--- config.mk ---
export PLATFORM = sky130hd
export DESIGN_NAME = reset_seq_gen
export DESIGN_NICKNAME = d
export VERILOG_FILES = /design/src/rtl/rst_seq_pkg.sv /design/src/rtl/sync_debounce.sv /design/src/rtl/reset_seq_gen.sv
export SDC_FILE = /design/constraint.sdc
export NUM_CORES = 1
export LEC_CHECK = 0
export ABC_AREA = 0
export BUFFER_PORTS_ARGS = -buffer_cell sky130_fd_sc_hd__buf_2
export CORE_MARGIN = 2
export CORE_UTILIZATION = 51
export CTS_CLUSTER_SIZE = 30
export DETAILED_ROUTE_END_ITERATION = 8
export PLACE_DENSITY_LB_ADDON = 0.3
export SYNTH_ARGS = -nofsm -noshare
export SYNTH_HDL_FRONTEND = slang
export SYNTH_SLANG_ARGS = --single-unit
--- constraint.sdc ---
create_clock -name clk -period 2.3 [get_ports clk]
set_clock_uncertainty 0.2 [all_clocks]
set_input_delay 0.46 -clock clk [delete_from_list [all_inputs] [get_ports clk]]
set_output_delay 0.46 -clock clk [all_outputs]
set_load 0.01 [all_outputs]
--- src/rtl/rst_seq_pkg.sv ---
// Shared definitions for the reset sequencer.
// Holds the FSM state encoding, the board-level reset/enable polarity
// constants and a small constant helper used when sizing counters.
package rst_seq_pkg;

    // Polarity constants as used by the global headers
    localparam logic RESET_ENABLE = 1'b0;   // level that holds a block in reset
    localparam logic ENABLE       = 1'b1;   // level that asserts an active-high control

    typedef enum logic [2:0] {
        DCM_RST   = 3'd0,
        WAIT_LOCK = 3'd1,
        RELEASE   = 3'd2,
        RUN       = 3'd3,
        SW_HOLD   = 3'd4,
        HALT      = 3'd5
    } state_t;

    function automatic int max_int(input int a, input int b);
        return (a > b) ? a : b;
    endfunction

endpackage

--- src/rtl/sync_debounce.sv ---
// Two-flop synchroniser followed by a stability filter.
// The filtered level only follows the synchronised input after that input
// has differed from the current filtered level for DEB_CYC consecutive cycles.
// Ports:
//   clk    in  1  sampling clock
//   rst_n  in  1  async active-low reset
//   raw    in  1  asynchronous input
//   level  out 1  synchronised, debounced level (resets to RST_VAL)
module sync_debounce #(
    parameter int   DEB_CYC = 16,
    parameter logic RST_VAL = 1'b1
) (
    input  logic clk,
    input  logic rst_n,
    input  logic raw,
    output logic level
);

    // Counter only ever holds 0..DEB_CYC-1
    localparam int CW = (DEB_CYC > 1) ? $clog2(DEB_CYC) : 1;

    logic          meta_r;
    logic          sync_r;
    logic          level_r;
    logic [CW-1:0] stab_cnt_r;

    // Two-flop synchroniser for the asynchronous input
    always_ff @(posedge clk or negedge rst_n) begin
        if (!rst_n) begin
            meta_r <= RST_VAL;
            sync_r <= RST_VAL;
        end else begin
            meta_r <= raw;
            sync_r <= meta_r;
        end
    end

    // Accept a new level after DEB_CYC consecutive differing samples
    always_ff @(posedge clk or negedge rst_n) begin
        if (!rst_n) begin
            level_r    <= RST_VAL;
            stab_cnt_r <= {CW{1'b0}};
        end else if (sync_r == level_r) begin
            stab_cnt_r <= {CW{1'b0}};
        end else if (stab_cnt_r == CW'(DEB_CYC - 1)) begin
            level_r    <= sync_r;
            stab_cnt_r <= {CW{1'b0}};
        end else begin
            stab_cnt_r <= stab_cnt_r + CW'(1);
        end
    end

    assign level = level_r;

endmodule

--- src/rtl/reset_seq_gen.sv ---
// Chip reset sequencer between the DCM and all core/bus/IO reset inputs.
// Pulses the DCM reset, waits for a stable lock (retrying on timeout),
// then releases NUM_DOM reset domains one at a time, STAGE_GAP cycles apart.
// Lock loss or a debounced switch press puts every domain back in reset
// on the same clock edge. All outputs come straight from flops.
// Ports:
//   clk        in  1        free-running reference clock
//   reset      in  1        async active-low power-on reset
//   reset_sw   in  1        raw push-button, active-low, async
//   locked     in  1        DCM lock, async
//   dcm_reset  out 1        DCM reset, active-high
//   dom_reset  out NUM_DOM  per-domain reset, active-low, domain 0 first
//   ready      out 1        all domains released
//   retry_cnt  out 3        failed lock attempts since last good lock
//   lock_err   out 1        sticky lock failure flag
module reset_seq_gen
    import rst_seq_pkg::*;
#(
    parameter int NUM_DOM      = 3,
    parameter int DEB_CYC      = 16,
    parameter int DCM_RST_CYC  = 4,
    parameter int LOCK_STABLE  = 8,
    parameter int LOCK_TIMEOUT = 64,
    parameter int STAGE_GAP    = 4,
    parameter int MAX_RETRY    = 3
) (
    input  logic               clk,
    input  logic               reset,
    input  logic               reset_sw,
    input  logic               locked,
    output logic               dcm_reset,
    output logic [NUM_DOM-1:0] dom_reset,
    output logic               ready,
    output logic [2:0]         retry_cnt,
    output logic               lock_err
);

    // One timer serves DCM_RST, WAIT_LOCK timeout and RELEASE spacing
    localparam int TMR_MAX = max_int(max_int(DCM_RST_CYC, LOCK_TIMEOUT), STAGE_GAP);
    localparam int TW      = (TMR_MAX > 1) ? $clog2(TMR_MAX) : 1;
    localparam int LW      = (LOCK_STABLE > 1) ? $clog2(LOCK_STABLE) : 1;

    state_t               state_r;
    state_t               state_nxt_s;
    logic [TW-1:0]        tmr_cnt_r;
    logic [TW-1:0]        tmr_nxt_s;
    logic [LW-1:0]        lock_cnt_r;
    logic [LW-1:0]        lock_nxt_s;
    logic [2:0]           retry_cnt_r;
    logic [2:0]           retry_nxt_s;
    logic                 lock_err_r;
    logic                 err_nxt_s;
    logic [NUM_DOM-1:0]   dom_reset_r;
    logic [NUM_DOM-1:0]   dom_nxt_s;
    logic [NUM_DOM-1:0]   dom_load_s;
    logic                 dcm_reset_r;
    logic                 ready_r;
    logic                 lock_meta_r;
    logic                 locked_sync_r;
    logic                 sw_db_s;

    sync_debounce #(
        .DEB_CYC (DEB_CYC),
        .RST_VAL (1'b1)
    ) u_sw_deb (
        .clk   (clk),
        .rst_n (reset),
        .raw   (reset_sw),
        .level (sw_db_s)
    );

    // Plain two-flop synchroniser for the DCM lock
    always_ff @(posedge clk or negedge reset) begin
        if (!reset) begin
            lock_meta_r   <= 1'b0;
            locked_sync_r <= 1'b0;
        end else begin
            lock_meta_r   <= locked;
            locked_sync_r <= lock_meta_r;
        end
    end

    // Next-state, timers and retry bookkeeping; switch press outranks lock loss
    always_comb begin
        state_nxt_s = state_r;
        tmr_nxt_s   = tmr_cnt_r + TW'(1);
        lock_nxt_s  = {LW{1'b0}};
        retry_nxt_s = retry_cnt_r;
        err_nxt_s   = lock_err_r;
        dom_nxt_s   = dom_reset_r;
        if (!sw_db_s && (state_r != SW_HOLD)) begin
            state_nxt_s = SW_HOLD;
            if (state_r == HALT) begin
                retry_nxt_s = 3'd0;
                err_nxt_s   = 1'b0;
            end else begin
                retry_nxt_s = retry_cnt_r;
            end
        end else begin
            case (state_r)
                DCM_RST: begin
                    if (tmr_cnt_r == TW'(DCM_RST_CYC - 1)) begin
                        state_nxt_s = WAIT_LOCK;
                    end else begin
                        state_nxt_s = DCM_RST;
                    end
                end
                WAIT_LOCK: begin
                    lock_nxt_s = locked_sync_r ? (lock_cnt_r + LW'(1)) : {LW{1'b0}};
                    if (locked_sync_r && (lock_cnt_r == LW'(LOCK_STABLE - 1))) begin
                        state_nxt_s = RELEASE;
                        retry_nxt_s = 3'd0;
                    end else if (tmr_cnt_r == TW'(LOCK_TIMEOUT - 1)) begin
                        if (retry_cnt_r == 3'(MAX_RETRY)) begin
                            state_nxt_s = HALT;
                            err_nxt_s   = 1'b1;
                        end else begin
                            state_nxt_s = DCM_RST;
                            retry_nxt_s = (retry_cnt_r == 3'd7) ? 3'd7 : (retry_cnt_r + 3'd1);
                        end
                    end else begin
                        state_nxt_s = WAIT_LOCK;
                    end
                end
                RELEASE: begin
                    // Abort on lock loss is not a failed attempt: retry_cnt untouched
                    if (!locked_sync_r) begin
                        state_nxt_s = DCM_RST;
                    end else if (dom_reset_r[NUM_DOM-1]) begin
                        state_nxt_s = RUN;
                    end else if (tmr_cnt_r == TW'(STAGE_GAP - 1)) begin
                        dom_nxt_s = (dom_reset_r << 1) | NUM_DOM'(1'b1);
                        tmr_nxt_s = {TW{1'b0}};
                    end else begin
                        state_nxt_s = RELEASE;
                    end
                end
                RUN: begin
                    if (!locked_sync_r) begin
                        state_nxt_s = DCM_RST;
                    end else begin
                        state_nxt_s = RUN;
                    end
                end
                SW_HOLD: begin
                    if (sw_db_s) begin
                        state_nxt_s = DCM_RST;
                    end else begin
                        state_nxt_s = SW_HOLD;
                    end
                end
                HALT: begin
                    state_nxt_s = HALT;
                end
                default: begin
                    state_nxt_s = DCM_RST;
                end
            endcase
        end
    end

    // Domain vector: seed domain 0 on RELEASE entry, drop all on any exit
    always_comb begin
        if ((state_nxt_s == RELEASE) && (state_r != RELEASE)) begin
            dom_load_s = NUM_DOM'(1'b1);
        end else if ((state_nxt_s == RELEASE) || (state_nxt_s == RUN)) begin
            dom_load_s = dom_nxt_s;
        end else begin
            dom_load_s = {NUM_DOM{RESET_ENABLE}};
        end
    end

    // State, counters and registered outputs; counters reload on every state entry
    always_ff @(posedge clk or negedge reset) begin
        if (!reset) begin
            state_r     <= DCM_RST;
            tmr_cnt_r   <= {TW{1'b0}};
            lock_cnt_r  <= {LW{1'b0}};
            retry_cnt_r <= 3'd0;
            lock_err_r  <= 1'b0;
            dom_reset_r <= {NUM_DOM{RESET_ENABLE}};
            dcm_reset_r <= ENABLE;
            ready_r     <= 1'b0;
        end else begin
            state_r     <= state_nxt_s;
            retry_cnt_r <= retry_nxt_s;
            lock_err_r  <= err_nxt_s;
            dom_reset_r <= dom_load_s;
            dcm_reset_r <= ((state_nxt_s == DCM_RST) || (state_nxt_s == SW_HOLD)) ? ENABLE : ~ENABLE;
            ready_r     <= (state_nxt_s == RUN);
            if (state_nxt_s != state_r) begin
                tmr_cnt_r  <= {TW{1'b0}};
                lock_cnt_r <= {LW{1'b0}};
            end else begin
                tmr_cnt_r  <= tmr_nxt_s;
                lock_cnt_r <= lock_nxt_s;
            end
        end
    end

    assign dcm_reset = dcm_reset_r;
    assign dom_reset = dom_reset_r;
    assign ready     = ready_r;
    assign retry_cnt = retry_cnt_r;
    assign lock_err  = lock_err_r;

endmodule
==> metrics.md <==
| Metric | Value |
|---|---|
| Status | `completed` |
| Antenna-violating nets left | `0` |
| P&R area growth vs syn | `12.3%` |
| Worst-path clk slew | `0.10 ns` |
| Layout cell share with drive strength beyond 1 | `a little over a fifth` |
| Crit path time final | `roughly 2.1 ns` |
| Largest net degree at the start of global routing | `31` |
| WL final | `approximately 2900 um` |
| Total internal power | `roughly 840 uW` |
| CP required | `~2.3 ns` |
| CP max FO | `5` |
| R2r worst-path depth | `5` |
| Seq pwr share | `56.5%` |
| Via count | `approximately 1200` |
| CTS tree | `yes` |
| Fin. Hold Viols | `0` |
| Clk_lat worst skew | `0.33 ns` |
| Die Ht | `approximately 59 um` |
| Routing usage on met2 | `29.5%` |
| Gate power share | `about a tenth` |
| Critical path class | `reg -> reg` |
| Worst slew pin tran | `between 0.6 and 0.7 ns` |
| Post-synth EDFFs | `0` |
| Initial drt markers | `53` |
| CP Launch Type | `flip-flop` |
| Fin cells | `197` |
| Crit path from | `tmr_cnt_r[0]$_DFF_PN0_` |
| Die area | `0.00348 mm2` |
| Pleak | `about 0.8 nW` |
| Vias in the first global route | `between 1000 and 1500` |
| Critical-path cell list | `ha_1, nand4_2, nor3_1, o32ai_1, and3_1` |
| Largest stage delay, worst path | `roughly 0.54 ns` |
| Number of I/O pins | `13` |
| Tot GR Track Use | `between 10% and 20%` |
| Hold Path End | `lock_meta_r$_DFF_PN0_` |
| # placed instances | `roughly 190` |
| Final total negative setup slack | `0 ns` |
| Sinks on Clock Net | `30` |
| Worst Slack Setup Final | `~0.22 ns` |
| Ys flop type | `dfrtp_1` |
| Post-synthesis async set-or-reset flop share | `100%` |
| Met1 GRT Util | `25.6%` |
| Nets | `approximately 170` |
| Switch Pwr | `between 300 and 400 uW` |
| Peak VDD IR | `0.393 mV` |
| Net switching fraction of the power | `26.3%` |
| GPL Wtd Cong | `~0.83` |
| Num CTS Buffers | `5` |
| # diodes | `0` |
| DR pass1 iterations | `4` |
| Launch point of the worst reg-to-reg path | `tmr_cnt_r[0]$_DFF_PN0_` |
| Mapped Area | `between 0.0015 and 0.002 mm2` |
| PwrDens | `around 660 mW/mm2` |
| Worst slew margin | `between 50 and 60%` |
| Post-Syn Nets | `about 150` |
| GRT Residual Overflow | `0` |
| Fmax | `roughly 0.48 GHz` |
| Max clock buf depth | `2` |
| Register bit count reported by yosys | `30` |
| Hold Path Depth | `1` |
| Final Max Tran Viols | `0` |
| Detail Placement HPWL | `2070 um` |
| Post-CTS setup buffers | `0` |
| Met3 Use GR | `under 10%` |
| R2R setup slack | `0.22 ns` |
| Min-delay src | `locked` |
| Core Area | `around 0.0028 mm2` |
| I/O Buffers | `12` |
| Rows | `19` |
| DR WL/cell | `about 15 um` |
| First-pass GRT wire length | `5050 um` |
| Register area share after synthesis | `around 50%` |
| Avg Inst Size Synth | `around 11 um2` |
| Leading cell type in the layout, fill and taps excluded | `dfrtp_1` |
| Worst r2r dst | `ready$_DFF_PN0_` |
| Die Width | `~59 um` |
| # setup viols final | `0` |
| Final period util | `around 90%` |
| CP endpoint kind | `flip-flop` |
| Clk pwr share | `approximately 34%` |
| Via density per instance | `about 6.0` |
| Max Cap Violations | `0` |
| CP max stage cell | `nor3_1` |
| Hold crit path type | `in -> reg` |
| GRT busiest layer | `met2` |
| H-Tree Depth | `2` |
| Initial antenna violation count | `0` |
| Most frequent cells in the layout | `dfrtp_1 (26), buf_2 (12), nand2_1 (10)` |
| DR DRC count | `0` |
| Buffer type at the clock tree root | `clkbuf_4` |
| Arrival @ worst endpoint | `2.09 ns` |
| Post-Synthesis Cells | `roughly 140` |
| Number of synthesis warnings | `0` |
| RSZ-0062 raised after global routing | `false` |
| Pre-CTS WS | `approximately 0.23 ns` |
| Initial core utilization | `a little over half` |
| Synth cell types | `45` |
## worst max path at each step
stage | to | slack, ns | depth (start not counted)
after floorplan | tmr_cnt_r[0]$_DFF_PN0_ | 0.41 | 5
after global placement | tmr_cnt_r[1]$_DFF_PN0_ | 0.29 | 6
after detailed placement | tmr_cnt_r[1]$_DFF_PN0_ | 0.23 | 6
after CTS | tmr_cnt_r[1]$_DFF_PN0_ | 0.22 | 6
after global routing | tmr_cnt_r[1]$_DFF_PN0_ | 0.06 | 6
final | ready$_DFF_PN0_ | 0.22 | 5
## cells by family (layout without fill, tap and decap cells)
logic type                 after synthesis  in the layout  share of synthesized area, %
DFF                                     30             30                          49.1
muxes                                    2              2                          1.38
AOI/OAI and AO/OA                       30             30                          14.1
adders and majority gates                5              5                          4.06
buffers and inverters                    8             30                          3.49
and+or+nand+nor                         63             63                          24.5
xor gates and xnor gates                 6              6                          3.41
## metal layers
layer | up-vias | routed length (um)
met5 | - | 0
met4 | 0 | 51
met3 | 8 | 123
met2 | 25 | 1330
met1 | 571 | 1380
li1 | 571 | -
## registers in the layout (all words and copies together) (netlist names)
name                 count
lock_meta_r              1
u_sw_deb.sync_r          1
dcm_reset                1
u_sw_deb.meta_r          1
u_sw_deb.level           1
dom_reset                3
tmr_cnt_r                6
lock_err                 1
locked_sync_r            1
u_sw_deb.stab_cnt_r      4
lock_cnt_r               3
state_r                  3
ready                    1
retry_cnt                3
## worst max-delay path: cells and delay by family (launching register included)
kind / cells / cell delay, ns
flops: 1 / 0.38
fa+ha+maj: 1 / 0.26
compound gates: 1 / 0.24
simple gates: 3 / 0.88
## through the flow
stage | area, um2 | utilization [%] | hold slack, ns | power, mW
6_report | 1730 | 61.6 | 0.0364 | 1.14
5_1_grt | 1730 | 61.6 | 0.00901 | 1.21
4_1_cts | 1720 | 61.3 | 0.0102 | 1.15
3_5_place_dp | 1630 | 58.1 | 0.137 | 0.765
3_3_place_gp | 1630 | 58.1 | 0.133 | 0.756
2_1_floorplan | 1540 | - | -0.0356 | 0.717
## Yosys cell counts, drive strengths merged (2+ instances only)
library cell	count	area share, %
a21boi	2	0.97
a21oi	7	2.3
a31oi	2	0.81
a32oi	2	1.1
a41oi	2	2.4
and2	2	0.81
and3	2	0.81
clkbuf	3	2.0
dfrtp	26	42
dfstp	4	6.8
ha	5	4.1
inv	4	0.97
nand2	10	2.4
nand2b	3	1.2
nand3	3	0.97
nand3b	4	1.9
nand4	3	1.6
nor2	8	1.9
nor2b	5	2.0
nor3	4	1.3
nor3b	4	1.9
nor4	7	2.8
o21ai	7	2.3
or2b	3	1.7
xnor2	3	1.7
xor2	3	1.7
## power groups by stage
| stage | clock network [mW] | registers [mW] | logic [mW] |
|---|---|---|---|
| 6_report | 0.386 | 0.647 | 0.111 |
| 5_1_grt | 0.420 | 0.657 | 0.130 |
| 4_1_cts | 0.397 | 0.647 | 0.110 |
| 3_5_place_dp | 0 | 0.657 | 0.108 |
| 3_3_place_gp | 0 | 0.652 | 0.104 |
| 2_1_floorplan | 0 | 0.639 | 0.0779 |
## repair_timing
item                                   4_1_cts  5_1_grt
hold buffers                                 1        1
gates resized for setup                      0        0
endpoints found under the hold margin       26        1
## layout make-up
class                           count  area, um2
Timing Repair Buffer               18        110
Tap cell                           31       38.8
Inverter                            4       15.0
Clock buffer                        8       78.8
Multi-Input combinational cell    106        731
Sequential cell                    30        756
Fill cell                         246       1080
(Power assumes the default switching activity.)
